## src/rtl/draw_sched_pkg.sv

```systemverilog
// Shared state encoding and draw-core command codes
// for the draw command scheduler.
package draw_sched_pkg;

  localparam int IDX_W = 4;
  localparam int PTR_W = 5;

  typedef enum logic [2:0] {
    S_BOOT,
    S_INIT,
    S_SCAN,
    S_ISSUE,
    S_WAIT,
    S_RELEASE
  } sched_state_t;

  typedef enum logic [3:0] {
    CMD_CLEAR     = 4'd0,
    CMD_FIXED_IMG = 4'd1,
    CMD_RTC       = 4'd2,
    CMD_SIN       = 4'd3,
    CMD_SYNC      = 4'd4,
    CMD_PULSE     = 4'd5,
    CMD_HIST      = 4'd6,
    CMD_PERIOD    = 4'd7,
    CMD_ACCUM     = 4'd8,
    CMD_GAIN_TI   = 4'd9,
    CMD_MINMAX    = 4'd10
  } draw_cmd_t;

endpackage

```

## src/rtl/draw_slot_picker.sv

```systemverilog
// Find-first-set over eligible slots at or above the scan pointer.
// Lowest qualifying index wins.
module draw_slot_picker
  import draw_sched_pkg::*;
#(
  parameter int NUM_SLOTS = 8
) (
  input  logic [NUM_SLOTS-1:0] i_elig,
  input  logic [PTR_W-1:0]     i_ptr,
  output logic                 o_hit,
  output logic [IDX_W-1:0]     o_idx
);

  always_comb begin
    o_hit = 1'b0;
    o_idx = '0;
    for (int k = NUM_SLOTS - 1; k >= 0; k--) begin
      if (i_elig[k] && (PTR_W'(k) >= i_ptr)) begin
        o_hit = 1'b1;
        o_idx = IDX_W'(k);
      end
    end
  end

endmodule

```

## src/rtl/draw_cmd_scheduler.sv

```systemverilog
// Draw-command sequencer: one-shot init slots, then framed scans
// of the remaining slots with an en/done handshake and watchdog.
module draw_cmd_scheduler
  import draw_sched_pkg::*;
#(
  parameter int NUM_SLOTS = 8,
  parameter int CMD_W = 4,
  parameter int DATA_W = 32,
  parameter int INIT_SLOTS = 3,
  parameter logic [NUM_SLOTS-1:0] ALWAYS_MASK = NUM_SLOTS'(6),
  parameter int TIMEOUT_CYC = 1048576
) (
  input  logic                        clk,
  input  logic                        rst_n,
  input  logic                        en,
  input  logic [NUM_SLOTS*CMD_W-1:0]  slot_cmd_i,
  input  logic [NUM_SLOTS*DATA_W-1:0] slot_data1_i,
  input  logic [NUM_SLOTS*DATA_W-1:0] slot_data2_i,
  input  logic [NUM_SLOTS-1:0]        slot_enable_i,
  input  logic [NUM_SLOTS-1:0]        slot_dirty_i,
  input  logic                        force_refresh_i,
  output logic                        core_en_o,
  output logic [CMD_W-1:0]            core_cmd_o,
  output logic [DATA_W-1:0]           core_data1_o,
  output logic [DATA_W-1:0]           core_data2_o,
  input  logic                        core_done_i,
  output logic                        busy_o,
  output logic [3:0]                  cur_slot_o,
  output logic                        frame_done_o,
  output logic                        timeout_o
);

  localparam int WD_W = $clog2(TIMEOUT_CYC) + 1;
  localparam logic [WD_W-1:0] WD_LAST = WD_W'(TIMEOUT_CYC - 1);
  localparam logic [PTR_W-1:0] PTR_FIRST = PTR_W'(INIT_SLOTS);
  localparam logic [NUM_SLOTS-1:0] SCAN_RANGE =
    ~NUM_SLOTS'((1 << INIT_SLOTS) - 1);

  sched_state_t          r_state;
  logic [PTR_W-1:0]      r_ptr;
  logic [PTR_W-1:0]      r_init_idx;
  logic [IDX_W-1:0]      r_slot;
  logic [NUM_SLOTS-1:0]  r_pending;
  logic [WD_W-1:0]       r_wdog;
  logic                  r_core_en;
  logic                  r_busy;
  logic [CMD_W-1:0]      r_cmd;
  logic [DATA_W-1:0]     r_d1;
  logic [DATA_W-1:0]     r_d2;
  logic                  r_frame_done;
  logic                  r_timeout;

  logic [NUM_SLOTS-1:0]  w_elig;
  logic [NUM_SLOTS-1:0]  w_onehot;
  logic [NUM_SLOTS-1:0]  w_clr;
  logic [NUM_SLOTS-1:0]  w_set;
  logic                  w_tmo;
  logic                  w_hit;
  logic [IDX_W-1:0]      w_idx;

  assign w_elig   = slot_enable_i & (r_pending | ALWAYS_MASK) & SCAN_RANGE;
  assign w_onehot = NUM_SLOTS'(1) << r_slot;
  assign w_clr    = (r_state == S_ISSUE) ? w_onehot : '0;
  assign w_tmo    = (r_state == S_WAIT) && !core_done_i
                    && (r_wdog == WD_LAST);
  assign w_set    = slot_dirty_i | {NUM_SLOTS{force_refresh_i}}
                    | (w_tmo ? w_onehot : '0);

  draw_slot_picker #(
    .NUM_SLOTS(NUM_SLOTS)
  ) u_picker (
    .i_elig(w_elig),
    .i_ptr (r_ptr),
    .o_hit (w_hit),
    .o_idx (w_idx)
  );

  // Sets are applied after the clear so a mid-flight dirty survives.
  always_ff @(posedge clk or negedge rst_n) begin
    if (!rst_n) r_pending <= '1;
    else        r_pending <= (r_pending & ~w_clr) | w_set;
  end

  always_ff @(posedge clk or negedge rst_n) begin
    if (!rst_n) begin
      r_state      <= S_BOOT;
      r_ptr        <= PTR_FIRST;
      r_init_idx   <= '0;
      r_slot       <= '0;
      r_wdog       <= '0;
      r_core_en    <= 1'b0;
      r_busy       <= 1'b0;
      r_cmd        <= '0;
      r_d1         <= '0;
      r_d2         <= '0;
      r_frame_done <= 1'b0;
      r_timeout    <= 1'b0;
    end else begin
      r_frame_done <= 1'b0;
      r_timeout    <= 1'b0;
      unique case (r_state)
        S_BOOT: r_state <= S_INIT;
        S_INIT: begin
          if (en) begin
            if (r_init_idx == PTR_FIRST) begin
              r_state <= S_SCAN;
            end else begin
              r_slot  <= r_init_idx[IDX_W-1:0];
              r_state <= S_ISSUE;
            end
          end
        end
        S_SCAN: begin
          if (en) begin
            if (w_hit) begin
              r_slot  <= w_idx;
              r_ptr   <= PTR_W'(w_idx) + PTR_W'(1);
              r_state <= S_ISSUE;
            end else begin
              r_frame_done <= 1'b1;
              r_ptr        <= PTR_FIRST;
            end
          end
        end
        S_ISSUE: begin
          r_cmd     <= slot_cmd_i[int'(r_slot)*CMD_W +: CMD_W];
          r_d1      <= slot_data1_i[int'(r_slot)*DATA_W +: DATA_W];
          r_d2      <= slot_data2_i[int'(r_slot)*DATA_W +: DATA_W];
          r_core_en <= 1'b1;
          r_busy    <= 1'b1;
          r_wdog    <= WD_W'(1);
          r_state   <= S_WAIT;
        end
        S_WAIT: begin
          if (core_done_i || w_tmo) begin
            r_timeout <= w_tmo;
            r_core_en <= 1'b0;
            r_busy    <= 1'b0;
            r_state   <= S_RELEASE;
          end else begin
            r_wdog <= r_wdog + WD_W'(1);
          end
        end
        S_RELEASE: begin
          if (r_init_idx != PTR_FIRST) begin
            r_init_idx <= r_init_idx + PTR_W'(1);
            r_state    <= S_INIT;
          end else begin
            r_state <= S_SCAN;
          end
        end
        default: r_state <= S_BOOT;
      endcase
    end
  end

  assign core_en_o    = r_core_en;
  assign core_cmd_o   = r_cmd;
  assign core_data1_o = r_d1;
  assign core_data2_o = r_d2;
  assign busy_o       = r_busy;
  assign cur_slot_o   = r_slot;
  assign frame_done_o = r_frame_done;
  assign timeout_o    = r_timeout;

endmodule

```

## config.mk

```make
export PLATFORM = sky130hd
export DESIGN_NAME = draw_cmd_scheduler
export DESIGN_NICKNAME = d
export VERILOG_FILES = /design/src/rtl/draw_sched_pkg.sv /design/src/rtl/draw_slot_picker.sv /design/src/rtl/draw_cmd_scheduler.sv
export SDC_FILE = /design/constraint.sdc
export NUM_CORES = 1
export LEC_CHECK = 0
export ABC_AREA = 1
export ABC_CLOCK_PERIOD_IN_PS = 2550
export BUFFER_PORTS_ARGS = -buffer_cell sky130_fd_sc_hd__buf_2
export CAP_MARGIN = 10
export CORE_AREA = 5 5 245 247
export CTS_CLUSTER_SIZE = 12
export DETAILED_ROUTE_END_ITERATION = 10
export DIE_AREA = 0 0 250 252
export PLACE_DENSITY_LB_ADDON = 0.05
export SLEW_MARGIN = 20
export SYNTH_ARGS = -nofsm -noshare
export SYNTH_HDL_FRONTEND = slang
export SYNTH_SLANG_ARGS = --single-unit
```

## constraint.sdc

```tcl
create_clock -name clk -period 2.55 [get_ports clk]
set_input_delay 0.1275 -clock clk [delete_from_list [all_inputs] [get_ports clk]]
set_output_delay 0.1275 -clock clk [all_outputs]
set_load 0.05 [all_outputs]
```

==> reports/metrics.yaml, run 1 <==
gp_congestion: 0.8812
switching_share: 0.5457
via_count: 12060
slew_headroom: 0.5936
yosysSeqAreaShare: 0.3200
cp-end-kind: "flop"
globalRoute.totalOverflow: 0
vdd_drop_max_mv: 0.4372
ant_nets: 0
period_share: 0.9098
critical_path.max_stage_delay_ns: 0.58
crit_family: "buffers and inverters"
p_leak_nw: 7.021
post_cts_buffers: 0
path_clk_slew_ns: 0.06
critPathLaunchType: "flop"
min_from: "slot_data2_i[107]"
cts_tree: "done"
layout_commonest_cell: "buf_2"
synth_ff_type: "dfrtp_1"
layout-drive-gt1-share: 0.3591
via_per_inst: 4.269
hp-class: "in -> reg"
yosys_warnings: 0
slowest_stage: "dlygate4sd3_1"
async_flop_share: 1.000
rr_startpoint: "cur_slot_o[0]$_DFFE_PN0P_"
worst-setup-path-type: "reg -> reg"
ys_types: 36
finalWirelength_mm: 57.68
avgSynthCellArea_um2: 6.300
synth_fa_ha_area_frac: 0.004234
tightestPinTransition_ns: 0.6049
status: "completed"
min_delay_path_depth: 3
synthesis.nets: 1975
rrSetupSlack_ns: 0.23
ctsHtreeMaxLevel: 4
drtIter0Drc: 602
hold_viol: 0
fill_cells: 6633
grt_max_degree: 89
instances_no_fill: 2825
rsz0062_at_grt: "no"
grt.total_usage: 0.1745
clk-insertion-delay-late_ns: 0.43
r2r-end: "core_data2_o[25]$_DFFE_PN0P_"
synth_top_family_by_area: "simple AND/OR/NAND/NOR gates"
cts-root-buf: "clkbuf_16"
setup_violations: 0
r2r_cells: 9
power.switching_mw: 8.694
timing.fmax_ghz: 0.4310
synthCells: 1407
power_frac_seq: 0.182
clock_skew_ns: 0.007322
placed_cells: 2748
power_frac_clock: 0.176
fin_nets: 2599
core_mm2: 0.05737
rows: 88
cts.sinks: 113
critical_path_buf_inv_count: 4
grt_pass1_wl_mm: 83.23
start_util: 0.1545
intPower_mw: 7.238
ctsLongestPathBuffers: 2
cp.arrival_ns: 2.64
p_per_area_mw_per_mm2: 1134
io_pins: 641
synth_xor_area_frac: 0.01284
die_x_um: 250
fp.dieArea_mm2: 0.06300
seqCellArea_mm2: 0.002843
cts_buffers: 17
worst-path-max-fanout: 36
pwr-share-comb: 0.642
synth-edff-count: 0
synth_mux_area_frac: 0
layout_common_cells: "buf_2, nand2_1, nand3_1, dfrtp_1, nand4_1"
ys_ff_latch: 113
antenna_found_initial: 25
syn_to_final_growth_pct: 58.46
crit_chain: "nand2_1 > bufinv_8 > buf_12 > buf_4 > a21oi_1 > nand3_1 > dlygate4sd3_1 > nand3_1 > nand2_1"
multi_input_area_mm2: 0.005309
final_max_slew_viol_count: 0
maxCapViolCount: 0
dr.pass1.iters: 5
synth_area_mm2: 0.008865
wl_per_cell_um: 20.42
setup-tns-final_ns: 0
fin_crit_ns: 2.320
whs_endpoint: "core_data2_o[11]$_DFFE_PN0P_"
port_buffers: 634
synth_compound_area_frac: 0.1541
drc: 0
crit_required_ns: 2.87
dpl.hpwl_mm: 46.39
grt_pass1_vias: 12740
synthSimpleGateAreaFrac: 0.4248
die_height_um: 252
-- metal layers --
metal | routed length [um] | share of wire | global-route usage | up-vias
met5 | 75 | 0.0013 | 0 | -
met4 | 1294 | 0.022 | 0.05660 | 12
met3 | 3485 | 0.060 | 0.04917 | 64
met2 | 29690 | 0.51 | 0.3091 | 380
met1 | 23130 | 0.40 | 0.2043 | 5612
li1 | - | - | - | 5992
-- layout make-up --
| class | instances | share of cell area |
|---|---|---|
| timing repair buffer | 698 | 0.2764 |
| clock buffer | 21 | 0.03278 |
| tap | 765 | 0.06814 |
| multi-input combinational | 1113 | 0.3779 |
| antenna | 16 | 0.002850 |
| clock inverter | 11 | 0.01479 |
| sequential | 113 | 0.2024 |
| inverter | 88 | 0.02476 |
-- cell families after synthesis --
kind of cell / after synthesis
buf+inv: 181
fa+ha+maj: 3
xor+xnor: 13
compound gates: 213
simple gates: 884
flops: 113
-- worst max path at each step --
stage / slack (ns) / from / cells after the start / end
floorplan: 0.79 / cur_slot_o[1]$_DFFE_PN0P_ / 8 / core_data1_o[19]$_DFFE_PN0P_
global placement: 0.48 / cur_slot_o[0]$_DFFE_PN0P_ / 7 / core_data1_o[8]$_DFFE_PN0P_
detailed placement: 0.45 / cur_slot_o[0]$_DFFE_PN0P_ / 7 / core_data1_o[8]$_DFFE_PN0P_
CTS: 0.07 / cur_slot_o[0]$_DFFE_PN0P_ / 9 / core_data2_o[25]$_DFFE_PN0P_
global route: 0.06 / cur_slot_o[0]$_DFFE_PN0P_ / 9 / core_data2_o[25]$_DFFE_PN0P_
finish: 0.23 / cur_slot_o[0]$_DFFE_PN0P_ / 9 / core_data2_o[25]$_DFFE_PN0P_
-- registers in the layout (all words and copies together) (netlist names), 3 cells and up --
signal / flops
core_data1_o: 32
r_ptr: 4
core_data2_o: 32
core_cmd_o: 4
r_state: 3
r_pending: 5
cur_slot_o: 4
r_init_idx: 5
r_wdog: 21
-- power by group through the flow --
stage | clock network (mW) | registers, mW | logic (mW)
2_1_floorplan | 0 | 4.73 | 4.65
3_3_place_gp | 0 | 2.90 | 10.5
3_5_place_dp | 0 | 2.91 | 10.4
4_1_cts | 2.91 | 2.91 | 10.5
5_1_grt | 2.97 | 3.00 | 11.2
6_report | 2.80 | 2.91 | 10.2
-- per-stage QoR --
stage / cell area [um^2] / hold WS (ns) / util / power (mW) / worst slack, ns
6_report: 14050 / 0.03568 / 0.2449 / 15.93 / 0.2300
2_1_floorplan: 8865 / -0.1681 / - / 9.378 / 0.7921
3_5_place_dp: 13040 / 0.09154 / 0.2272 / 13.36 / 0.4500
5_1_grt: 14040 / 0.03117 / 0.2448 / 17.21 / 0.06187
4_1_cts: 13990 / 0.001748 / 0.2439 / 16.31 / 0.06524
3_3_place_gp: 13040 / 0.08024 / 0.2272 / 13.41 / 0.4820
-- cell usage after synthesis (11+ instances only) --
library cell	count	area share
a211oi_1	21	0.018
a21oi_1	32	0.018
a22oi_1	59	0.050
buf_2	26	0.015
clkbuf_1	53	0.022
dfrtp_1	106	0.30
inv_1	80	0.034
nand2_1	610	0.26
nand3_1	113	0.064
nand4_1	90	0.064
nor2_1	48	0.020
o211ai_1	24	0.020
o21ai_0	41	0.023
o21ai_1	24	0.014
xor2_1	11	0.011
-- tightest hold or removal path: cells and delay by family --
family	cells	cell delay [ns]
compound gates	2	0.20
buf+inv	1	0.09
-- repair_timing --
action | CTS | global route
gates resized for setup | 0 | 5
hold endpoints to repair | 58 | 0
hold buffers | 29 | 0
endpoints found under the setup margin | 0 | 1
Power figures use the tool's default switching activity.
==> inputs of run 2 (changes only) <==
--- a/config.mk
+++ b/config.mk
@@ -9,6 +9,8 @@
 export ABC_CLOCK_PERIOD_IN_PS = 2550
 export BUFFER_PORTS_ARGS = -buffer_cell sky130_fd_sc_hd__buf_2
 export CAP_MARGIN = 10
+export CELL_PAD_IN_SITES_DETAIL_PLACEMENT = 2
+export CELL_PAD_IN_SITES_GLOBAL_PLACEMENT = 2
 export CORE_AREA = 5 5 245 247
 export CTS_CLUSTER_SIZE = 12
 export DETAILED_ROUTE_END_ITERATION = 10
==> run 2 against run 1 <==
Compared with the run above: die area unchanged; maximum frequency down 2.6%; cell count up 2.3%; critical endpoint is now core_data2_o[16]$_DFFE_PN0P_; hold slack worse by 0.0017 ns; sequential cell count unchanged; highest routed layer unchanged; cell area up 4.5%; sequential power up 3%.
==> reports/metrics.yaml, run 2 (same netlist as run 1, synthesis figures left out) <==
status: "completed"
grt_max_degree: 59
path_clk_slew_ns: 0.06
clock_skew_ns: 0.009399
timing.fmax_ghz: 0.4198
setup_violations: 0
worst-path-max-fanout: 58
maxCapViolCount: 0
slew_headroom: 0.6030
via_per_inst: 4.458
layout_commonest_cell: "buf_2"
start_util: 0.1545
grt.total_usage: 0.2162
antenna_found_initial: 31
finalWirelength_mm: 70.31
r2r_cells: 8
hold_viol: 0
tightestPinTransition_ns: 0.5954
clk-insertion-delay-late_ns: 0.47
worst-setup-path-type: "reg -> reg"
setup-tns-final_ns: 0
cts_buffers: 17
core_mm2: 0.05737
grt_pass1_wl_mm: 100.7
cp.arrival_ns: 2.79
period_share: 0.9343
dpl.hpwl_mm: 57.34
layout_common_cells: "buf_2, nand2_1, nand3_1, dfrtp_1, nand4_1"
die_height_um: 252
stdcell_area_mm2: 0.01468
p_total_mw: 16.78
fin_crit_ns: 2.382
cp-end-kind: "flop"
gp_congestion: 0.8669
ctsLongestPathBuffers: 2
p_per_area_mw_per_mm2: 1143
io_pins: 641
min_delay_path_depth: 5
fin_nets: 2664
hp-class: "in -> reg"
syn_to_final_growth_pct: 65.56
rsz0062_at_grt: "no"
critPathLaunchType: "flop"
grt_pass1_vias: 14610
rows: 88
dr.pass1.iters: 4
wl_per_cell_um: 24.34
drtIter0Drc: 521
cts.sinks: 113
drc: 0
p_leak_nw: 7.283
via_count: 12880
ctsHtreeMaxLevel: 4
vdd_drop_max_mv: 0.5686
port_buffers: 634
layout-drive-gt1-share: 0.3542
place_area_mm2: 0.01310
globalRoute.totalOverflow: 0
crit_required_ns: 2.96
final_max_slew_viol_count: 0
fp.dieArea_mm2: 0.06300
die_x_um: 250
cts_tree: "done"
cts-root-buf: "clkbuf_16"
ant_nets: 0
run 2: path summary, 6_finish.rpt:
check                           slack, ns                          from                      endpoint
worst min register to register       0.47  core_data2_o[14]$_DFFE_PN0P_  core_data2_o[14]$_DFFE_PN0P_
min in group asynchronous            0.22                         rst_n  core_data1_o[29]$_DFFE_PN0P_
max in group asynchronous            1.62                         rst_n  core_data1_o[30]$_DFFE_PN0P_
worst max register to register       0.17     cur_slot_o[0]$_DFFE_PN0P_  core_data2_o[16]$_DFFE_PN0P_
worst min-delay path                 0.03              slot_data2_i[84]  core_data2_o[20]$_DFFE_PN0P_
worst max-delay path                 0.17     cur_slot_o[0]$_DFFE_PN0P_  core_data2_o[16]$_DFFE_PN0P_
run 2: where the power goes:
group          switching (mW)  total, mW  internal (mW)
combinational            7.71       11.0           3.27
sequential              0.519       3.00           2.48
clock                   0.969       2.80           1.83
total                    9.20       16.8           7.58
run 2: worst max-delay path, stage by stage (launching register included):
cell           delay [ns]
dfrtp_1              0.48
nor2_4               0.19
buf_12               0.32
buf_6                0.33
nand2_1              0.10
nand4_1              0.10
dlygate4sd3_1        0.55
o211ai_1             0.09
nand2_1              0.07
run 2: cell type report:
class / instances / area [um^2]
flip-flops and latches: 113 / 2841
diodes: 15 / 37.54
fillers: 6929 / 42690
clock buffers: 22 / 484.2
repair buffers: 763 / 4526
well taps: 765 / 957.2
clock inverters: 10 / 178.9
multi-input cells: 1113 / 5309
inverters: 88 / 342.8
run 2: layer usage:
layer	wire (um)	track usage	vias to the layer above
li1	-	-	6122
met4	1424	0.04896	22
met1	28360	0.2491	6331
met2	36860	0.4034	320
met3	3527	0.05463	83
met5	138	0	-
run 2: what timing repair did:
item | CTS | global route
hold endpoints to repair | 94 | 0
hold buffers | 83 | 0
setup buffers | 0 | 3
gates resized for setup | 0 | 5
endpoints found under the setup margin | 0 | 14
run 2: metrics by stage:
stage	cells	hold WS (ns)	setup slack, ns	util
final	2889	0.03393	0.1677	0.2558
after floorplan	1407	-0.1681	0.7921	-
after CTS	2871	0.0001552	0.03596	0.2543
after global placement	2756	0.1771	0.4694	0.2283
after detailed placement	2756	0.1754	0.3864	0.2283
after global routing	2880	0.03272	0.01189	0.2555
==> inputs of run 3 (changes only) <==
--- a/config.mk
+++ b/config.mk
@@ -8,15 +8,16 @@
 export ABC_AREA = 1
 export ABC_CLOCK_PERIOD_IN_PS = 2550
 export BUFFER_PORTS_ARGS = -buffer_cell sky130_fd_sc_hd__buf_2
-export CAP_MARGIN = 10
 export CELL_PAD_IN_SITES_DETAIL_PLACEMENT = 2
 export CELL_PAD_IN_SITES_GLOBAL_PLACEMENT = 2
-export CORE_AREA = 5 5 245 247
+export CORE_AREA = 5 5 250 252
 export CTS_CLUSTER_SIZE = 12
 export DETAILED_ROUTE_END_ITERATION = 10
-export DIE_AREA = 0 0 250 252
+export DIE_AREA = 0 0 255 257
 export PLACE_DENSITY_LB_ADDON = 0.05
+export RECOVER_POWER = 100
 export SLEW_MARGIN = 20
 export SYNTH_ARGS = -nofsm -noshare
 export SYNTH_HDL_FRONTEND = slang
+export SYNTH_HIERARCHICAL = 1
 export SYNTH_SLANG_ARGS = --single-unit
==> run 3 against run 2 <==
Compared with the run above: clock power about the same; cell count increased by 1.9%; sequential share of layout area about the same; combinational power decreased by 5%; first-iteration DRC count decreased by 12%; die area increased by 4.0%; power decreased by 3.4%; clock skew increased by 0.0043 ns; cell area increased by 0.65%; maximum frequency about the same; critical path type unchanged.
==> reports/metrics.yaml, run 3 <==
status: "completed"
die_height_um: 257
gp_congestion: 0.8417
layout_common_cells: "nand2_1, buf_2, dfrtp_1, nand4_1, dlygate4sd3_1"
yosys-top-cells-count: "nand2_1, dfrtp_1, nand4_1"
synth_area_mm2: 0.009231
r2r_cells: 7
syn_to_final_growth_pct: 60.02
rrSetupSlack_ns: 0.17
slew_headroom: 0.01266
pre_cts_ws_ns: 0.5224
grt_pass1_wl_mm: 99.48
p_total_mw: 16.21
cp-end-kind: "flop"
io_pins: 641
rows: 90
switching_share: 0.5503
path_clk_slew_ns: 0.06
core_mm2: 0.05991
tightestPinTransition_ns: 1.481
worst-path-max-fanout: 39
synth.most_common_cell: "nand2_1"
setup_violations: 0
yosys_warnings: 6
ys_ff_latch: 114
yosysTopAreaCell: "nand2_1"
stdcell_area_mm2: 0.01477
ys_top_cells_by_area: "nand2_1, dfrtp_1, nand4_1"
p_leak_nw: 7.282
globalRoute.totalOverflow: 0
grt.total_usage: 0.2055
grt_pass1_vias: 14520
via_per_inst: 4.451
drc: 0
ant_nets: 0
timing.final.ws_setup_ns: 0.1677
async_flop_share: 1.000
worst_hold_slack_ns: 0.03541
grt_max_degree: 93
dpl.hpwl_mm: 55.44
rsz0062_at_grt: "no"
power_frac_clock: 0.174
ctsHtreeMaxLevel: 4
power.switching_mw: 8.919
crit_required_ns: 2.96
cts_buffers: 17
wl_per_cell_um: 23.54
setup-tns-final_ns: 0
synthCells: 1446
min_from: "slot_data1_i[23]"
die_x_um: 255
ctsLongestPathBuffers: 2
final_util: 0.2466
cts_tree: "done"
clock_skew_ns: 0.01369
layout-drive-gt1-share: 0.3094
cp.arrival_ns: 2.80
synth_top_area_frac: 0.2932
timing.fmax_ghz: 0.4198
whs_endpoint: "core_data1_o[23]$_DFFE_PN0P_"
critical_path.max_stage_delay_ns: 0.55
dr.pass1.iters: 4
via_count: 13110
crit_chain: "nor2_4 > buf_4 > a22oi_1 > nand4_1 > dlygate4sd3_1 > o211ai_1 > nand2_1"
power_frac_seq: 0.184
instances_no_fill: 2945
placed_cells: 2799
r2r-end: "core_data1_o[17]$_DFFE_PN0P_"
place_area_mm2: 0.01333
fp.dieArea_mm2: 0.06554
slowest_stage: "dlygate4sd3_1"
synth_ff_type: "dfrtp_1"
fin_nets: 2698
start_util: 0.1541
intPower_mw: 7.287
yosysSeqAreaShare: 0.3100
min_delay_path_depth: 5
port_buffers: 634
ys_types: 48
fin_crit_ns: 2.382
maxCapViolCount: 0
finalWirelength_mm: 69.34
period_share: 0.9342
final_max_slew_viol_count: 0
layout_commonest_cell: "nand2_1"
post_cts_buffers: 0
clk-insertion-delay-late_ns: 0.47
cts.sinks: 114
cts-root-buf: "clkbuf_16"
pwr-share-comb: 0.642
drtIter0Drc: 457
vdd_drop_max_mv: 0.5861
rr_startpoint: "cur_slot_o[0]$_DFFE_PN0P_"
avgSynthCellArea_um2: 6.384
critPathLaunchType: "flop"
p_per_area_mw_per_mm2: 1097
hp-class: "in -> reg"
worst-setup-path-type: "reg -> reg"
hold_viol: 0
synth-edff-count: 0
antenna_found_initial: 49
==> run 3: worst max-delay path by stage <==
stage	start	end	slack [ns]
finish	cur_slot_o[0]$_DFFE_PN0P_	core_data1_o[17]$_DFFE_PN0P_	0.17
global route	cur_slot_o[0]$_DFFE_PN0P_	core_data2_o[27]$_DFFE_PN0P_	0.009
CTS	cur_slot_o[1]$_DFFE_PN0P_	core_data1_o[16]$_DFFE_PN0P_	0.08
detailed placement	r_ptr[0]$_DFFE_PN1P_	cur_slot_o[1]$_DFFE_PN0P_	0.52
global placement	r_ptr[0]$_DFFE_PN1P_	cur_slot_o[2]$_DFFE_PN0P_	0.54
floorplan	cur_slot_o[0]$_DFFE_PN0P_	core_data2_o[20]$_DFFE_PN0P_	0.82
==> run 3: cell families (layout without fill, tap and decap cells) <==
group                      Yosys count  in the layout  share of synthesized area
other                                2             24                  0.0008135
buffers and inverters              156            851                    0.07820
DFF                                114            114                     0.3100
xor gates and xnor gates             6              6                   0.005693
and+or+nand+nor                   1006           1006                     0.4688
adders and majority gates            3              3                   0.004067
AOI/OAI and AO/OA                  156            156                     0.1288
muxes                                3              3                   0.003659
==> run 3: power groups by stage <==
stage,sequential [mW],combinational (mW),clock [mW]
6_report,2.98,10.4,2.82
5_1_grt,3.07,11.4,3.00
4_1_cts,2.99,11.0,2.94
3_5_place_dp,3.00,10.5,0
3_3_place_gp,2.97,10.4,0
2_1_floorplan,4.55,4.87,0
==> run 3: critical path, delay by kind of cell (launching register included) <==
kind                   cells  cell delay, ns
DFF                        1            0.50
and+or+nand+nor            3            0.47
AOI/OAI and AO/OA          2            0.30
buffers and inverters      2            1.03
==> run 3: area by class of cell <==
class	count	area (um^2)
Clock buffer	23	478.0
Tap cell	782	978.4
Timing Repair Buffer	761	4422
Clock inverter	9	177.7
Sequential cell	114	2867
Antenna cell	20	50.05
Multi-Input combinational cell	1178	5577
Inverter	58	222.7
Fill cell	7428	45140
==> run 3: layer usage <==
metal,global-route usage,up-vias,share of wire
li1,-,6212,-
met1,0.2329,6462,0.39
met2,0.3768,318,0.53
met3,0.06504,81,0.062
met4,0.04273,36,0.014
met5,0,-,0.0034
==> run 3: what timing repair did <==
item,in CTS,in global routing
resized for setup,0,1
setup endpoints to repair,0,4
hold buffers,94,0
endpoints found under the hold margin,93,0
